File: config.mk
export PLATFORM = sky130hd
export DESIGN_NAME = posit_pack_round
export DESIGN_NICKNAME = d
export VERILOG_FILES = /design/src/rtl/posit_pack_round.sv
export SDC_FILE = /design/constraint.sdc
export NUM_CORES = 1
export LEC_CHECK = 0
export ABC_AREA = 1
export ABC_CLOCK_PERIOD_IN_PS = 4100
export CAP_MARGIN = 10
export CELL_PAD_IN_SITES_DETAIL_PLACEMENT = 2
export CELL_PAD_IN_SITES_GLOBAL_PLACEMENT = 2
export CORE_UTILIZATION = 30
export CTS_BUF_LIST = sky130_fd_sc_hd__clkbuf_4 sky130_fd_sc_hd__clkbuf_8 sky130_fd_sc_hd__clkbuf_16
export DETAILED_ROUTE_END_ITERATION = 10
export GPL_ROUTABILITY_DRIVEN = 0
export PLACE_DENSITY_LB_ADDON = 0.1
export RECOVER_POWER = 50
export SYNTH_ARGS = -nofsm -noshare
export SYNTH_HDL_FRONTEND = slang
export SYNTH_SLANG_ARGS = --single-unit
export TNS_END_PERCENT = 5
File: constraint.sdc
create_clock -name clk -period 4.1 [get_ports clk]
set_clock_uncertainty 0.05 [all_clocks]
set_input_delay 0.82 -clock clk [delete_from_list [all_inputs] [get_ports clk]]
set_output_delay 0.82 -clock clk [all_outputs]
set_load 0.02 [all_outputs]
File: src/rtl/posit_pack_round.sv
// Posit pack-and-round output stage: builds regime|exponent|fraction, rounds to nearest-even
// with maxpos/minpos saturation, then applies the sign in a second registered stage.
module posit_pack_round #(
    parameter int N  = 8,
    parameter int ES = 3,
    parameter int RS = $clog2(N)
) (
    input  logic          clk,
    input  logic          rst_n,
    input  logic          in_valid,
    output logic          in_ready,
    input  logic          Sign,
    input  logic          Zero,
    input  logic          NaR,
    input  logic [RS:0]   R_O,
    input  logic [ES-1:0] E_O,
    input  logic [N-1:0]  Frac,
    input  logic          Sticky,
    output logic          out_valid,
    input  logic          out_ready,
    output logic [N-1:0]  Result
);
    localparam int W = 2 * N + ES;
    localparam logic [N-2:0] MAXPOS_BODY = {(N - 1){1'b1}};
    localparam logic [N-2:0] MINPOS_BODY = {{(N - 2){1'b0}}, 1'b1};

    logic          s1_valid_q, s1_valid_d;
    logic [N-2:0]  s1_body_q, s1_body_d;
    logic          s1_sign_q, s1_sign_d;
    logic          s1_zero_q, s1_zero_d;
    logic          s1_nar_q, s1_nar_d;
    logic          s2_valid_q, s2_valid_d;
    logic [N-1:0]  result_q, result_d;

    logic          s2_advance_s;
    logic          s1_load_s;
    int            k_s;
    int            reg_len_s;
    logic [W-1:0]  reg_pat_s;
    logic [W-1:0]  ext_s;
    logic [N-2:0]  body_s;
    logic [N-2:0]  body_rnd_s;
    logic          guard_s;
    logic          sticky_s;

    // Handshake: a stage may take new data when it is empty or its contents move on.
    always_comb begin
        s2_advance_s = !s2_valid_q || out_ready;
        in_ready     = !s1_valid_q || s2_advance_s;
        s1_load_s    = in_valid && in_ready;
        out_valid    = s2_valid_q;
        Result       = result_q;
    end

    // Stage 1: assemble the unsigned body and round it to nearest-even.
    always_comb begin
        k_s = {{(32 - RS - 1){R_O[RS]}}, R_O};
        if (k_s >= 0) begin
            reg_len_s = k_s + 2;
            reg_pat_s = ~({W{1'b1}} >> (k_s + 1));
        end else begin
            reg_len_s = 1 - k_s;
            reg_pat_s = {1'b1, {(W - 1){1'b0}}} >> (-k_s);
        end
        ext_s    = reg_pat_s | ({E_O, Frac, {N{1'b0}}} >> reg_len_s);
        body_s   = ext_s[W-1 -: N-1];
        guard_s  = ext_s[W-N];
        sticky_s = (|ext_s[W-N-1:0]) | Sticky;

        // An all-ones body cannot be incremented; it is already maxpos.
        if (guard_s && (sticky_s || body_s[0]) && !(&body_s)) begin
            body_rnd_s = body_s + MINPOS_BODY;
        end else begin
            body_rnd_s = body_s;
        end

        if (Zero) begin
            s1_body_d = {(N - 1){1'b0}};
        end else if (k_s >= N - 2) begin
            s1_body_d = MAXPOS_BODY;
        end else if (k_s <= -(N - 1)) begin
            s1_body_d = MINPOS_BODY;
        end else if (body_rnd_s == {(N - 1){1'b0}}) begin
            s1_body_d = MINPOS_BODY;
        end else begin
            s1_body_d = body_rnd_s;
        end

        s1_sign_d = Sign;
        s1_zero_d = Zero;
        s1_nar_d  = NaR;
        if (!s1_load_s) begin
            s1_body_d = s1_body_q;
            s1_sign_d = s1_sign_q;
            s1_zero_d = s1_zero_q;
            s1_nar_d  = s1_nar_q;
        end else begin
            s1_sign_d = Sign;
        end

        if (in_ready) begin
            s1_valid_d = in_valid;
        end else begin
            s1_valid_d = s1_valid_q;
        end
    end

    // Stage 2: apply special values and the sign, holding the result while stalled.
    always_comb begin
        s2_valid_d = s2_valid_q;
        result_d   = result_q;
        if (s2_advance_s) begin
            s2_valid_d = s1_valid_q;
            if (s1_valid_q) begin
                if (s1_nar_q) begin
                    result_d = {1'b1, {(N - 1){1'b0}}};
                end else if (s1_zero_q) begin
                    result_d = {N{1'b0}};
                end else if (s1_sign_q) begin
                    result_d = {N{1'b0}} - {1'b0, s1_body_q};
                end else begin
                    result_d = {1'b0, s1_body_q};
                end
            end else begin
                result_d = result_q;
            end
        end else begin
            s2_valid_d = s2_valid_q;
        end
    end

    // Pipeline registers with synchronous active-low reset.
    always_ff @(posedge clk) begin
        if (!rst_n) begin
            s1_valid_q <= 1'b0;
            s1_body_q  <= {(N - 1){1'b0}};
            s1_sign_q  <= 1'b0;
            s1_zero_q  <= 1'b0;
            s1_nar_q   <= 1'b0;
            s2_valid_q <= 1'b0;
            result_q   <= {N{1'b0}};
        end else begin
            s1_valid_q <= s1_valid_d;
            s1_body_q  <= s1_body_d;
            s1_sign_q  <= s1_sign_d;
            s1_zero_q  <= s1_zero_d;
            s1_nar_q   <= s1_nar_d;
            s2_valid_q <= s2_valid_d;
            result_q   <= result_d;
        end
    end
endmodule

==> metrics.txt, run 1 <==
core area 0.00826 mm2; final setup vio count 0; largest net degree at the start of global routing 19; share of layout cells above drive strength 1 0.277; library cells used by synthesis 48; grt ovf 0; min Tclk post-route 3.77 ns; Net Sw Power 389 uW; Ant. Diodes 0; Comb power frac 0.610; register area share after synthesis 0.156; min-delay worst type reg -> reg; Clock transition at path regs 0.07 ns; highest clock rate 265 MHz; CTS Buffer Depth 2; Ys Warns 0; Worst setup EP type register; FF-to-FF End Result[5]; Cells after Synth ~420; Switching Fraction 0.442; WS Path Type in -> reg; initial antenna violation count 0; largest cells by area after synthesis nand2_1, dfxtp_1, nand3_1; cts hold-fix bufs 0; Die Ht 94.5 um; RSZ-0062 raised after global routing false; VDD IR-drop max 0.110 mV; min-delay src Result[4]; clock power share 0.144; Leakage 1.75 nW; DRC Markers 0; Via Count roughly 3.2k; post-DR vias/cell 5.23; FF+latch count, synth 20; cell taking the most area after synthesis nand2_1; Avg Cell Area, Syn roughly 6.1 um2; Final Instance Area between 0.003 and 0.004 mm2; slack of the critical path 0.333 ns; most frequent cells after synthesis nand2_1, nand3_1, inv_1; CTS tree yes; number of flops mapped to enable cells by yosys 0; clk sinks 20; IO Count 33; H-Tree Depth 1; Post-DP HPWL roughly 8 mm; post-route ant nets 0; Filler cells 1,025; TritonRoute pass-1 iters 4; Slew Limit Fails 0; FF-to-FF Start out_valid; Port-buffer cells 32; worst reg-to-reg path cell count 6; routed len/inst between 15 and 20 um; WP data arrival 3.89 ns; Starting DRT DRC Count 65; dpl ws -0.332 ns; Placement Rows 33; Setup crit start kind primary input; P_int ~500 uW; worst path required time 4.23 ns; FF-to-FF setup slack 2.09 ns; Syn Nets between 400 and 500; vias in the first global route 3,395; Layout area overhead 42.8%; Pwr per Cell Area approximately 240 mW/mm2; MaxCap Viol Count 0; status finished, final reports clean; worst hold stages 2; drt total wl 10.7 mm; worst skew pair latency 0.25 ns; Cell Area, Synth 0.00256 mm2; Slew HR 0.452; clock buffer count from CTS 3; Post-synth ARST share 0; Tcrit/Tclk final 0.919; CP max FO 8; Die ar. a little under 0.009 mm2; Hold Path End Result[4]; Starting Density 0.311; top-count cell post-synth nand2_1; nets@finish 553; first-pass GRT wire length 16.4 mm; Worst-Margin Slew 0.816 ns; die width roughly 94 um; CTS root buf clkbuf_8; share of the synthesized area in the top cell type 0.167; Fin Setup TNS 0 ns; placed cell area 0.00337 mm2; Tot GR Track Use 0.227; Flop pwr share 0.246; Synth Flop Type dfxtp_1; count of final hold-check violations 0
[layout by cell type, fill, tap and decap left out, types with 3 or more instances in the layout]
cell type        count
nand2_1            108
buf_4               67
nand3_1             58
inv_1               33
nor2_1              29
a21oi_1             22
dfxtp_1             20
clkdlybuf4s50_1     17
nand2_2             14
nand3_2             14
nand4_1             14
ha_1                13
o21ai_0             12
dlygate4sd3_1       11
nor3_1               8
inv_2                6
nand3_4              4
nor2_2               4
a21oi_2              4
dlymetal6s2s_1       4
nor2_4               3
nand2_4              3
clkbuf_8             3
buf_6                3
[layout make-up]
class	instances	area, um2	area share
Clock buffer	3	41.3	0.0113
Inverter	43	170	0.0465
Multi-Input combinational cell	343	2030	0.555
Sequential cell	20	400	0.109
Tap cell	105	131	0.0359
Timing Repair Buffer	103	887	0.242
[registers in the layout, indices dropped and copies added, names as in the netlist]
register,cells
s1_zero_q,1
out_valid,1
Result,8
s1_nar_q,1
s1_body_q,7
s1_valid_q,1
s1_sign_q,1
[worst max-delay path, stage by stage]
cell	delay [ns]
dlymetal6s2s_1	0.14
inv_2	0.09
ha_1	0.16
nand2_1	0.08
ha_2	0.18
buf_6	0.13
clkinv_4	0.05
nand2_1	0.05
nand2_2	0.13
nand3_4	0.16
nand3_2	0.11
nand3_1	0.12
nand3_1	0.13
nand2_2	0.08
nand2_2	0.10
nand2_4	0.07
buf_4	0.15
nor3_4	0.17
nand3_4	0.15
nand3_4	0.14
nand2_1	0.07
nand2_1	0.10
nand2_1	0.07
inv_1	0.07
nand3_1	0.07
nand2_1	0.06
nand2_1	0.06
a21oi_2	0.15
[logic make-up (layout without fill, tap and decap cells)]
| group | Yosys count | in the layout | synth area share |
|---|---|---|---|
| buffers and inverters | 56 | 149 | 0.0980 |
| AOI/OAI and AO/OA | 57 | 57 | 0.144 |
| DFF | 20 | 20 | 0.156 |
| xor gates and xnor gates | 6 | 6 | 0.0263 |
| adders and majority gates | 16 | 16 | 0.0780 |
| and+or+nand+nor | 263 | 264 | 0.497 |
[worst max-delay path by stage]
stage | from | to | slack (ns) | cells past startpoint
detailed placement | R_O[1] | s1_body_q[0] | -0.33 | 27
global route | R_O[1] | s1_body_q[0] | 0.02 | 30
finish | R_O[1] | s1_body_q[0] | 0.33 | 28
floorplan | R_O[0] | s1_body_q[0] | 0.39 | 26
CTS | R_O[1] | s1_body_q[0] | 0.001 | 29
global placement | R_O[2] | s1_body_q[0] | -0.1 | 25
[routing by layer]
metal / up-vias / global-route usage / wire, um
met3: 4 / 0.0225 / 169
met5: - / 0 / 0
met2: 36 / 0.429 / 5660
li1: 1598 / - / -
met4: 0 / 0.0202 / 72
met1: 1591 / 0.286 / 4850
[repair_timing]
action                                  in CTS  in global routing
gates cloned                                 1                  1
pin swaps                                    4                 20
resized for setup                            6                 34
setup buffers                                1                 12
endpoints found under the setup margin       2                  7
endpoints found under the hold margin        0                  0
[power groups by stage]
stage	registers, mW	clock network [mW]	logic [mW]
floorplan	0.220	0	0.300
global placement	0.220	0	0.463
detailed placement	0.221	0	0.487
CTS	0.217	0.131	0.500
global route	0.218	0.140	0.593
finish	0.216	0.127	0.537
[metrics by stage]
stage	std cells	hold WS, ns	utilization	power, mW
after detailed placement	599	0.422	0.408	0.708
after floorplan	418	0.403	-	0.520
after global placement	599	0.403	0.408	0.683
after global routing	617	0.445	0.443	0.951
final	617	0.423	0.443	0.881
after CTS	604	0.433	0.420	0.847
(Power assumes the default switching activity.)
==> inputs of run 2 (changes only) <==
--- a/config.mk
+++ b/config.mk
@@ -7,7 +7,7 @@
 export LEC_CHECK = 0
 export ABC_AREA = 1
 export ABC_CLOCK_PERIOD_IN_PS = 4100
-export CAP_MARGIN = 10
+export CAP_MARGIN = 20
 export CELL_PAD_IN_SITES_DETAIL_PLACEMENT = 2
 export CELL_PAD_IN_SITES_GLOBAL_PLACEMENT = 2
 export CORE_UTILIZATION = 30
==> results of run 2 <==
No change in the layout: final DEF, timing and power equal those of run 1.
